<file path="src/rtl/ccff_bitstream_loader_if.sv">
// Word handshake between the programming interface and the CCFF bitstream loader.
interface ccff_bitstream_loader_if #(
    parameter int WORD_W = 8
);
    logic [WORD_W-1:0] in_data;
    logic              in_valid;
    logic              in_ready;

    modport master (output in_data, output in_valid, input in_ready);
    modport slave  (input in_data, input in_valid, output in_ready);
endinterface

</file>
<file path="src/rtl/ccff_bitstream_loader.sv">
// CCFF bitstream loader: takes words over a valid/ready handshake and shifts
// exactly CHAIN_LEN bits, LSB first, into the configuration-chain head. Every
// output is a register; ccff_shift_en gates prog_clk to the chain.
module ccff_bitstream_loader #(
    parameter int CHAIN_LEN = 1024,
    parameter int WORD_W    = 8
) (
    input  logic                           prog_clk,
    input  logic                           prog_reset,
    input  logic                           start,
    input  logic                           abort,
    ccff_bitstream_loader_if.slave         bus,
    output logic                           ccff_head,
    output logic                           ccff_shift_en,
    output logic                           busy,
    output logic                           done,
    output logic [$clog2(CHAIN_LEN+1)-1:0] bits_left
);
    localparam int BL_W = $clog2(CHAIN_LEN + 1);

    typedef enum logic [1:0] {
        S_IDLE,
        S_LOAD,
        S_SHIFT,
        S_DONE
    } state_t;

    state_t            state_q, state_d;
    logic [WORD_W-1:0] sreg_q, sreg_d;
    logic [BL_W-1:0]   cnt_q, cnt_d;
    logic [BL_W-1:0]   bits_left_q, bits_left_d;
    logic              in_ready_q, in_ready_d;
    logic              head_q, head_d;
    logic              shift_en_q, shift_en_d;
    logic              busy_q, busy_d;
    logic              done_q, done_d;
    logic [BL_W-1:0]   k;

    // Bits to take from the word just accepted: a full word, or the remainder
    // when fewer than WORD_W bits are left (upper bits of that word are dropped).
    always_comb begin
        k = bits_left_q;
        if (32'(bits_left_q) >= WORD_W) begin
            k = BL_W'(WORD_W);
        end
    end

    // Next-state and registered-output logic. The first bit of a word is
    // presented on the same edge that accepts it, so cnt_q counts the shifts
    // still to come after the one currently on ccff_head.
    always_comb begin
        state_d     = state_q;
        sreg_d      = sreg_q;
        cnt_d       = cnt_q;
        bits_left_d = bits_left_q;
        in_ready_d  = in_ready_q;
        head_d      = head_q;
        shift_en_d  = 1'b0;
        busy_d      = busy_q;
        done_d      = done_q;

        if (abort) begin
            state_d     = S_IDLE;
            in_ready_d  = 1'b0;
            busy_d      = 1'b0;
            done_d      = 1'b0;
            bits_left_d = '0;
        end else begin
            case (state_q)
                S_IDLE, S_DONE: begin
                    if (start) begin
                        state_d     = S_LOAD;
                        bits_left_d = BL_W'(CHAIN_LEN);
                        done_d      = 1'b0;
                        busy_d      = 1'b1;
                        in_ready_d  = 1'b1;
                    end
                end
                S_LOAD: begin
                    if (bus.in_valid && in_ready_q) begin
                        state_d     = S_SHIFT;
                        in_ready_d  = 1'b0;
                        head_d      = bus.in_data[0];
                        sreg_d      = bus.in_data >> 1;
                        shift_en_d  = 1'b1;
                        bits_left_d = bits_left_q - BL_W'(1);
                        cnt_d       = k - BL_W'(1);
                    end
                end
                S_SHIFT: begin
                    if (cnt_q != '0) begin
                        head_d      = sreg_q[0];
                        sreg_d      = sreg_q >> 1;
                        shift_en_d  = 1'b1;
                        bits_left_d = bits_left_q - BL_W'(1);
                        cnt_d       = cnt_q - BL_W'(1);
                    end else if (bits_left_q == '0) begin
                        state_d = S_DONE;
                        busy_d  = 1'b0;
                        done_d  = 1'b1;
                    end else begin
                        state_d    = S_LOAD;
                        in_ready_d = 1'b1;
                    end
                end
                default: state_d = S_IDLE;
            endcase
        end
    end

    // State and output registers with synchronous reset.
    always_ff @(posedge prog_clk) begin
        if (prog_reset) begin
            state_q     <= S_IDLE;
            sreg_q      <= '0;
            cnt_q       <= '0;
            bits_left_q <= '0;
            in_ready_q  <= 1'b0;
            head_q      <= 1'b0;
            shift_en_q  <= 1'b0;
            busy_q      <= 1'b0;
            done_q      <= 1'b0;
        end else begin
            state_q     <= state_d;
            sreg_q      <= sreg_d;
            cnt_q       <= cnt_d;
            bits_left_q <= bits_left_d;
            in_ready_q  <= in_ready_d;
            head_q      <= head_d;
            shift_en_q  <= shift_en_d;
            busy_q      <= busy_d;
            done_q      <= done_d;
        end
    end

    assign bus.in_ready   = in_ready_q;
    assign ccff_head      = head_q;
    assign ccff_shift_en  = shift_en_q;
    assign busy           = busy_q;
    assign done           = done_q;
    assign bits_left      = bits_left_q;
endmodule

</file>
<file path="src/flat_wrapper.sv">
// flat-port wrapper written by rule: the top's interface ports become plain ports
module ccff_bitstream_loader_flat 
#(
    parameter int CHAIN_LEN = 1024,
    parameter int WORD_W    = 8
)
  (prog_clk, prog_reset, start, abort, ccff_head, ccff_shift_en, busy, done, bits_left, bus_in_data, bus_in_valid, bus_in_ready);
  ccff_bitstream_loader_if #(.WORD_W(WORD_W)) bus_i ();
  input  logic prog_clk;
  input  logic prog_reset;
  input  logic start;
  input  logic abort;
  output logic ccff_head;
  output logic ccff_shift_en;
  output logic busy;
  output logic done;
  output logic [$clog2(CHAIN_LEN+1)-1:0] bits_left;
  input wire logic [$bits(bus_i.in_data)-1:0] bus_in_data;
  input wire logic [$bits(bus_i.in_valid)-1:0] bus_in_valid;
  output wire logic [$bits(bus_i.in_ready)-1:0] bus_in_ready;
  assign bus_i.in_data = bus_in_data;
  assign bus_i.in_valid = bus_in_valid;
  assign bus_in_ready = bus_i.in_ready;
  ccff_bitstream_loader #(.CHAIN_LEN(CHAIN_LEN), .WORD_W(WORD_W)) u_core (.prog_clk(prog_clk), .prog_reset(prog_reset), .start(start), .abort(abort), .bus(bus_i), .ccff_head(ccff_head), .ccff_shift_en(ccff_shift_en), .busy(busy), .done(done), .bits_left(bits_left));
endmodule
</file>
<file path="config.mk">
export PLATFORM = sky130hd
export DESIGN_NAME = ccff_bitstream_loader_flat
export DESIGN_NICKNAME = d
export VERILOG_FILES = /design/src/rtl/ccff_bitstream_loader_if.sv /design/src/rtl/ccff_bitstream_loader.sv /design/src/flat_wrapper.sv
export SDC_FILE = /design/constraint.sdc
export NUM_CORES = 1
export LEC_CHECK = 0
export ABC_AREA = 1
export CORE_MARGIN = 2
export CORE_UTILIZATION = 58
export CTS_CLUSTER_DIAMETER = 120
export DETAILED_ROUTE_END_ITERATION = 6
export GPL_ROUTABILITY_DRIVEN = 0
export GPL_TIMING_DRIVEN = 0
export PLACE_DENSITY = 0.92
export SLEW_MARGIN = 20
export SYNTH_ARGS = -nofsm -noshare
export SYNTH_HDL_FRONTEND = slang
export SYNTH_SLANG_ARGS = --single-unit
</file>
<file path="constraint.sdc">
create_clock -name prog_clk -period 3.14 [get_ports prog_clk]
set_input_delay 0.785 -clock prog_clk [delete_from_list [all_inputs] [get_ports prog_clk]]
set_output_delay 0.785 -clock prog_clk [all_outputs]
set_load 0.03 [all_outputs]
</file>
==> summary.txt <==
Critical path
  – CP Class: flop to output pin
  – Startpoint Class: flop
  – CP endpoint kind: output pin
  – Critical path depth: 1
  – Worst R2R Setup Slack: 1030 ps
  – Req. time, crit path: between 2000 and 2500 ps
  – CP Cell Sequence: clkdlybuf4s50_1
  – Slowest CP cell: clkdlybuf4s50_1
  – Critical Path Max Stage Delay: about 700 ps
  – Crit path max fanout: 6
  – Buffers and inverters on the worst path: 1
  – Worst reg2reg path depth: 15
  – Critical Path AT: 1520 ps
  – Worst path top cell family by delay: buffers and inverters

Die
  – Core Area: about 3400 um^2
  – Die Wd: approximately 63 um
  – Effective utilization at floorplan: 0.605
  – Rows: 21
  – Die Y: 63.2 um
  – Die area: 4000 um^2
  – Top Ports: 29

Power and ir drop
  – Internal power: roughly 760 uW
  – Sequential fraction of design power: 0.446
  – Clock power share: 0.291
  – Logic pwr share: 0.263
  – Worst vdd ir: 0.269 mV
  – Static Leak: between 1 and 1.5 nW
  – Psw: 363 uW
  – Sw Share: 0.323
  – Pwr Density: ~460 nW/um^2

Timing
  – Final Max Tran Viols: 0
  – Worst setup margin: around 840 ps
  – Worst-Margin Slew: about 440 ps
  – RSZ-0062 raised after global routing: false
  – Worst Clk Skew: 9.63 ps
  – Setup violators final: 0
  – Final period utilization: 0.733
  – Max_slew headroom: 0.704
  – Final Hold Vio Count: 0
  – TNS Setup: 0 ps
  – Final worst path period need: 2300 ps
  – Fmax: about 430 MHz

Hold path
  – Hold depth: 2
  – Hold Crit Class: flop to flop

Final layout
  – Share of cells above drive strength 1: 0.134
  – Diode count: 0
  – Synth-to-layout area growth: 19.9%
  – Final #Nets: 345

Global route
  – GRT Util Overall: 0.244
  – Met1 usage: 0.302
  – First-pass GRT wire length: 7890 um
  – M3 GR Usage: 0.0518
  – GR Overflow Total: 0
  – Global route hottest layer: met2
  – Largest net degree at the start of global routing: 12
  – Met2 Track Usage GR: 0.411
  – Vias in the first global route: between 1500 and 2000
  – Number of antenna violations at the first check in global routing: 0

Place
  – Half-perimeter wire length after placement: ~3300 um
  – Setup slack after placement: 749 ps
  – IO buf count: 27

Logic synthesis
  – Library cells used by synthesis: 35
  – Post-synth top area cell: dfxtp_1
  – Synthesized cell area: 2030 um^2
  – Synth cell count leaders: nand2_1, inv_1, dfxtp_1, nor2_1, o21ai_0
  – Most numerous cell in the Yosys netlist: nand2_1
  – Syn nets: 311
  – Syn Area/Cell: around 6.9 um^2
  – Seq cells post-synth: 36
  – Post-Synthesis Cells: 293
  – Ys async rst share: 0
  – Largest cells by area after synthesis: dfxtp_1, nand2_1, inv_1, nor2_1, o21ai_0
  – Post-synth EDFFs: 0
  – Synth warn: 0
  – Ys flop type: dfxtp_1
  – Sequential cell area fraction in the yosys report: 0.354
  – Post-synth top area share: 0.354

Detailed routing
  – Starting DRT DRC Count: 142
  – Total Wirelength: about 4400 um
  – DR pass1 iterations: 5
  – Residual DRC: 0
  – Routed vias: 1976
  – Final ANT Viol Nets: 0
  – DR vias/cell: 5.28
  – Post-DR wirelength/cell: 11.8 um

Run status
  – Outcome: finished clean

Clock network
  – TritonCTS Buffers: 5
  – Clk buf depth: 2
  – Post-cts resize count: 0
  – Cts hold-fix bufs: 0
  – Clock slew at reported path FFs: approximately 110 ps
  – Clock sink total: 36
  – Worst-Skew Late Latency: 350 ps
  – Clock root buffer: clkbuf_4
  – H-tree Lvls: 2
  – CTS tree: built
  – Post-CTS Repair Setup Buffers: 0

Run
  – Max Cap Violations: 0
[placed cells by master, fill, tap and decap left out, types with 2 or more instances in the layout]
cell type and count:
a21oi_2 3, inv_2 4, inv_1 37, dfxtp_1 36, clkdlybuf4s50_1 27, a21oi_1 17
nand4_1 3, o21ai_0 21, ha_1 5, clkbuf_4 5, nand2_1 64, buf_2 2
nand2_4 2, clkbuf_1 2, nor2_1 36, a31oi_1 9, a211oi_1 3, nor2_2 5
nand3_1 11, buf_6 3, nor2_4 4, nand2_2 6, nor3_1 5, xor2_1 3
[final timing paths]
kind	start	end
worst max register to register	u_core.state_q[0]	u_core.cnt_q[10]
worst max-delay path	u_core.bits_left[4]	bits_left[4]
worst min-delay path	u_core.busy	u_core.busy
worst min register to register	u_core.busy	u_core.busy
[through the flow]
step	util	hold WS (ps)	std cells	power, mW	cell area, um^2
floorplan	-	439	293	0.726	2030
global placement	0.702	454	366	0.793	2360
detailed placement	0.702	460	366	0.801	2360
CTS	0.725	476	374	1.12	2440
global route	0.725	500	374	1.18	2440
finish	0.725	472	374	1.12	2440
[metal layers]
layer | share of wire | wire [um]
met5 | 0 | 0
met4 | 0.010 | 46
met3 | 0.066 | 292
met2 | 0.49 | 2160
met1 | 0.44 | 1930
[area by class of cell]
| class | count | area (um^2) |
|---|---|---|
| Fill cell | 292 | 925 |
| Inverter | 41 | 154 |
| Buffer | 7 | 51.3 |
| Tap cell | 46 | 57.6 |
| Sequential cell | 36 | 721 |
| Timing Repair Buffer | 27 | 270 |
| Clock buffer | 6 | 41.3 |
| Clock inverter | 2 | 35.0 |
| Multi-Input combinational cell | 209 | 1110 |
[logic make-up after synthesis]
family	share of synthesized area
AO/OA/AOI/OAI	0.167
XOR/XNOR	0.0129
adder cells (fa/ha/maj)	0.0308
buffers and inverters	0.101
flip-flops	0.354
AND/OR/NAND/NOR	0.334
[power by group through the flow]
stage / sequential, mW / combinational, mW / clock, mW
final: 0.500 / 0.295 / 0.326
after global routing: 0.504 / 0.331 / 0.348
after CTS: 0.500 / 0.293 / 0.328
after detailed placement: 0.510 / 0.291 / 0
after global placement: 0.509 / 0.283 / 0
after floorplan: 0.527 / 0.199 / 0
[sequential cells by signal, summed over array words and instances (netlist names)]
register,count
u_core.done,1
u_core.ccff_head,1
u_core.sreg_q,7
u_core.busy,1
u_core.ccff_shift_en,1
u_core.bits_left,11
u_core.bus.in_ready,1
u_core.state_q,2
u_core.cnt_q,11
Note: power is estimated with default switching activity, not from simulation.
